File: src/rtl/cpu_pkg.sv
// Shared definitions for the core's interrupt entry/exit sequencing:
// sequencer state encoding, CCR bit positions and instruction-memory source codes.
package cpu_pkg;

    typedef enum logic [2:0] {
        ST_IDLE    = 3'd0,
        ST_DRAIN   = 3'd1,
        ST_PUSH    = 3'd2,
        ST_VECTOR  = 3'd3,
        ST_SERVICE = 3'd4,
        ST_RESTORE = 3'd5
    } seq_state_e;

    // CCR bit positions within {V,C,N,Z}
    localparam int CCR_V = 3;
    localparam int CCR_C = 2;
    localparam int CCR_N = 1;
    localparam int CCR_Z = 0;

    // inst_mem_src code the branch unit selects when Interrupt is pulsed
    localparam logic [1:0] INST_MEM_SRC_INT_VEC = 2'd2;

endpackage

File: src/rtl/sync_edge_detect.sv
// Multi-flop synchroniser for an asynchronous input followed by a rising-edge
// detector; a level held high yields a single one-cycle rise_pulse.
module sync_edge_detect #(
    parameter int STAGES = 2
) (
    input  logic CLK,
    input  logic Reset_n,
    input  logic async_in,
    output logic rise_pulse
);

    logic [STAGES-1:0] sync_q;
    logic              prev_q;

    // shift the raw input through the chain, then remember the last synchronised value
    always_ff @(posedge CLK or negedge Reset_n) begin
        if (!Reset_n) begin
            sync_q <= '0;
            prev_q <= 1'b0;
        end else begin
            sync_q <= {sync_q[STAGES-2:0], async_in};
            prev_q <= sync_q[STAGES-1];
        end
    end

    assign rise_pulse = sync_q[STAGES-1] & ~prev_q;

endmodule

File: src/rtl/interrupt_sequencer.sv
// Interrupt entry/exit sequencer for the 8-bit pipelined core.
//
//   state   | meaning
//   --------+-------------------------------------------------------------
//   IDLE    | no interrupt activity; waits for a pending request
//   DRAIN   | fetch stalled while in-flight instructions retire
//   PUSH    | MEM stage writes PC to the stack; CCR captured into shadow
//   VECTOR  | Interrupt pulse redirects fetch to the M[1] vector
//   SERVICE | ISR running; further requests are held, not nested
//   RESTORE | RTI seen; CCR reloads from the shadow copy
module interrupt_sequencer
    import cpu_pkg::*;
#(
    parameter int SYNC_STAGES  = 2,
    parameter int DRAIN_CYCLES = 3
) (
    input  logic       CLK,
    input  logic       Reset_n,
    input  logic       INTR,
    input  logic       Branch_taken,
    input  logic       Mem_busy,
    input  logic       RTI_exec,
    input  logic [3:0] CCR_in,
    output logic       Stall_fetch,
    output logic       Push_PC,
    output logic       Interrupt,
    output logic [3:0] Flags_shadow,
    output logic       Flags_restore,
    output logic       In_service
);

    localparam int CNT_W = (DRAIN_CYCLES > 1) ? $clog2(DRAIN_CYCLES) : 1;
    localparam logic [CNT_W-1:0] DRAIN_RELOAD = CNT_W'(DRAIN_CYCLES - 1);

    seq_state_e       state_q, state_d;
    logic [CNT_W-1:0] cnt_q, cnt_d;
    logic             pending_q;
    logic             intr_rise;
    logic             enter_push;
    logic [3:0]       shadow_q;

    sync_edge_detect #(
        .STAGES (SYNC_STAGES)
    ) u_sync (
        .CLK        (CLK),
        .Reset_n    (Reset_n),
        .async_in   (INTR),
        .rise_pulse (intr_rise)
    );

    // state, drain counter, pending request and flag shadow registers
    always_ff @(posedge CLK or negedge Reset_n) begin
        if (!Reset_n) begin
            state_q   <= ST_IDLE;
            cnt_q     <= '0;
            pending_q <= 1'b0;
            shadow_q  <= 4'b0000;
        end else begin
            state_q <= state_d;
            cnt_q   <= cnt_d;
            // a new edge wins over the clear so a request arriving at PUSH entry is kept
            if (intr_rise)
                pending_q <= 1'b1;
            else if (enter_push)
                pending_q <= 1'b0;
            if (state_q == ST_PUSH) begin
                shadow_q[CCR_V] <= CCR_in[CCR_V];
                shadow_q[CCR_C] <= CCR_in[CCR_C];
                shadow_q[CCR_N] <= CCR_in[CCR_N];
                shadow_q[CCR_Z] <= CCR_in[CCR_Z];
            end
        end
    end

    // next-state, drain counter and state-decoded outputs
    always_comb begin
        state_d       = state_q;
        cnt_d         = cnt_q;
        Stall_fetch   = 1'b0;
        Push_PC       = 1'b0;
        Interrupt     = 1'b0;
        Flags_restore = 1'b0;
        In_service    = 1'b0;
        case (state_q)
            ST_IDLE: begin
                if (pending_q) begin
                    state_d = ST_DRAIN;
                    cnt_d   = DRAIN_RELOAD;
                end
            end
            ST_DRAIN: begin
                Stall_fetch = 1'b1;
                // a redirect refills the pipe, so the drain window starts over
                if (Branch_taken)
                    cnt_d = DRAIN_RELOAD;
                else if (cnt_q == '0) begin
                    if (!Mem_busy)
                        state_d = ST_PUSH;
                end else
                    cnt_d = cnt_q - 1'b1;
            end
            ST_PUSH: begin
                Stall_fetch = 1'b1;
                Push_PC     = 1'b1;
                state_d     = ST_VECTOR;
            end
            ST_VECTOR: begin
                Stall_fetch = 1'b1;
                Interrupt   = 1'b1;
                state_d     = ST_SERVICE;
            end
            ST_SERVICE: begin
                In_service = 1'b1;
                if (RTI_exec)
                    state_d = ST_RESTORE;
            end
            ST_RESTORE: begin
                In_service    = 1'b1;
                Flags_restore = 1'b1;
                state_d       = ST_IDLE;
            end
            default: state_d = ST_IDLE;
        endcase
    end

    assign enter_push   = (state_q == ST_DRAIN) && (state_d == ST_PUSH);
    assign Flags_shadow = shadow_q;

endmodule

File: config.mk
export PLATFORM = sky130hd
export DESIGN_NAME = interrupt_sequencer
export DESIGN_NICKNAME = d
export VERILOG_FILES = /design/src/rtl/cpu_pkg.sv /design/src/rtl/sync_edge_detect.sv /design/src/rtl/interrupt_sequencer.sv
export SDC_FILE = /design/constraint.sdc
export NUM_CORES = 1
export LEC_CHECK = 0
export CORE_MARGIN = 5
export CORE_UTILIZATION = 43
export DETAILED_ROUTE_END_ITERATION = 16
export PLACE_DENSITY = 0.83
export SETUP_SLACK_MARGIN = 0.02
export SLEW_MARGIN = 30
export SYNTH_ARGS = -nofsm -noshare
export SYNTH_HDL_FRONTEND = slang
export SYNTH_SLANG_ARGS = --single-unit
File: constraint.sdc
create_clock -name CLK -period 1.5 [get_ports CLK]
set_input_delay 0.3 -clock CLK [delete_from_list [all_inputs] [get_ports CLK]]
set_output_delay 0.3 -clock CLK [all_outputs]
set_load 0.02 [all_outputs]
==> out/metrics.csv <==
stage,metric,value,unit
placement,place_area,861,um^2
critical_path,worstSetupStartpointType,flop,
pwr,p_int,0.958,mW
layout,fin_util,71.4,%
status,status,completed,
die,ios,19,
routing,vias_per_cell,4.79,
layout,regArea,329,um^2
synthesis,synth_warnings,0,
synthesis,syn-mean-instance-area,12.6,um^2
synthesis,synthCells,47,
critical_path,path_max_fanout,5,
sta,slew_headroom,82.4,%
sta,rsz0062_at_grt,true,
flow_run,cap_violations,0,
layout,fin_area,930,um^2
layout,area_delta_synth_final,56.4,%
pwr,power_leakage,0.464,nW
sta,tightest_slew,262,ps
critical_path,required,1200,ps
die,core_area,1300,um^2
synthesis,ys_seq_area_share,54.7,%
placement,place.gp.congestion,0.742,
clock_network,root_buffer,clkbuf_4,
global_route,grtUsageTotal,12.7,%
critical_path,cp-end-kind,output pin,
global_route,grt_pass1_wl,1830,um
sta,finalSetupViolations,0,
routing,drt-wirelength-per-cell,12.0,um
layout,multi_input_area,275,um^2
pwr,powerDensity,1550,nW/um^2
clock_network,cts_tree,done,
global_route,grt_overflow,0,
pwr,clockPowerShare,14.2,%
critical_path,crit_type,flop to output pin,
clock_network,clkSinkCount,13,
clock_network,cts-htree-levels,1,
die,start_util,45.7,%
synthesis,synth_cell_type_count,22,
pwr,swShare,33.7,%
pwr,combPwrFrac,49.3,%
global_route,antenna_found_initial,0,
layout,fillerInstances,96,
die,fp.dieH,47.2,um
routing,ant_nets,0,
synthesis,ys_ff_latch,13,
layout,antennaDiodeCount,0,
placement,io_buffers,18,
sta,clock_skew,5.70,ps
clock_network,clock_latency,280,ps
routing,drt-initial-drc-count,1,
layout,nets,92,
pwr,power_frac_seq,36.5,%
clock_network,cts_buffers,3,
synthesis,synth.net_count,58,
clock_network,clk_pin_slew,70,ps
clock_network,clockBufferDepth,2,
worst_hold_path,hold_class,primary input to asynchronous set/reset pin,
sta,slew_viol_final,0,
routing,wl,1140,um
die,die_width,47.2,um
routing,via_count,455,
sta,fin_worst_hold_slack,311,ps
critical_path,worstPathArrival,1160,ps
routing,firstDrtPassIters,2,
placement,dp.final_hpwl,857,um
global_route,grt_max_degree,14,
synthesis,syn_area,594,um^2
sta,fin_crit,1460,ps
global_route,grt_pass1_vias,430,
sta,max_freq,685,MHz
pwr,peakVddDrop,0.00100,V
sta,fin_crit_sh,97.3,%
layout,drive_above_1_share,45.0,%
die,rows,13,
sta,hold_viol_final,0,
pwr,power.switching,0.487,mW
die,dieArea,2230,um^2
routing,drcViolationCount,0,
[placed cells by master (no fill, tap or decap)]
cell type        Yosys  routed
a21o_1               1       1
a22o_1               1       1
a311o_1              1       1
and2_4               0       1
buf_2                2       1
buf_4                0      15
buf_6                0       2
clkbuf_1             0       1
clkbuf_4             0       3
clkdlybuf4s50_1      0       9
dfrtp_1             13      10
dfrtp_2              0       3
dlygate4sd2_1        0       4
ha_1                 1       1
inv_1                4       3
inv_2                0       1
mux2_2               1       1
mux2_4               4       4
mux2i_1              1       1
nand2_1              2       2
nand2b_1             1       1
nand3b_1             2       2
nor2_1               4       3
nor2_4               0       1
nor2b_4              0       1
nor3_1               1       1
nor3b_1              2       1
nor3b_2              0       1
nor3b_4              1       1
nor4_1               1       1
nor4b_4              0       1
o211ai_1             1       1
[cell families after synthesis]
kind of cell | count (synthesis) | synth area share [%]
flip-flops | 13 | 54.7
AND/OR/NAND/NOR | 17 | 19.6
adder cells (fa/ha/maj) | 1 | 2.10
buffers and inverters | 6 | 4.21
multiplexers | 6 | 13.7
AO/OA/AOI/OAI | 4 | 5.69
[worst max-delay path, stage by stage, from the launching register on]
cell     delay (ps)
dfrtp_2         460
nor2b_4         150
and2_4          150
buf_6           120
[metrics by stage]
step | worst slack (ps) | total power, mW | setup TNS [ps] | std cells
2_1_floorplan | 51.7 | 0.908 | 0 | 47
3_3_place_gp | -141 | 1.20 | -637 | 88
3_5_place_dp | -181 | 1.22 | -803 | 88
4_1_cts | -23.6 | 1.38 | -23.6 | 92
5_1_grt | -20.0 | 1.56 | -20.0 | 95
6_report | 40.3 | 1.44 | 0 | 95
[registers in the layout, indices dropped and copies added, names as in the netlist]
signal	cells
cnt_q	2
u_sync.sync_q	2
pending_q	1
Flags_shadow	4
u_sync.prev_q	1
state_q	3
[final timing paths]
kind	slack [ps]	startpoint	depth (start not counted)	end
min in group CLK	350	u_sync.sync_q[0]	0	u_sync.sync_q[1]
worst min register to register	350	u_sync.sync_q[0]	0	u_sync.sync_q[1]
max in group asynchronous	1030	Reset_n	2	state_q[0]
worst min-delay path	310	Reset_n	2	Flags_shadow[3]
worst max register to register	70	state_q[0]	4	cnt_q[1]
worst max-delay path	40	state_q[2]	3	Flags_restore
[power groups by stage]
stage	combinational, mW	sequential, mW	clock [mW]
after floorplan	0.345	0.563	0
after global placement	0.681	0.520	0
after detailed placement	0.690	0.527	0
after CTS	0.643	0.521	0.217
after global routing	0.778	0.544	0.240
final	0.712	0.527	0.205
[what timing repair did]
item	4_1_cts	5_1_grt
setup buffers	0	3
hold buffers	0	0
gates resized for setup	29	12
gates cloned	0	0
pin swaps	1	3
setup endpoints to repair	9	5
[per-layer routing]
metal,global-route usage (%),share of wire (%),up-vias
li1,-,-,230
met1,14.6,41,211
met2,17.3,49,9
met3,6.90,6.6,5
met4,9.94,2.7,0
met5,0,0,-
[synth_stat cells (all sizes together)]
cell | number | share of area [%]
nor2 | 4 | 2.5
nand3b | 2 | 2.5
o211ai | 1 | 1.3
nor3 | 1 | 0.84
mux2i | 1 | 1.7
a21o | 1 | 1.3
nand2b | 1 | 1.1
dfrtp | 13 | 55
inv | 4 | 2.5
and2 | 1 | 1.1
buf | 2 | 1.7
mux2 | 5 | 12
a22o | 1 | 1.5
nor3b | 3 | 5.7
nor4b | 1 | 2.5
nor4 | 1 | 1.1
nor2b | 1 | 1.1
nand2 | 2 | 1.3
ha | 1 | 2.1
a311o | 1 | 1.7
[layout make-up]
cell class                 count  area share [%]
inverter                       4            1.62
clock buffer                   4            2.83
tap                           15            2.02
sequential                    13            35.4
timing repair buffer          31            28.5
multi-input combinational     28            29.6
No activity file was read; power rests on OpenSTA's default activity.
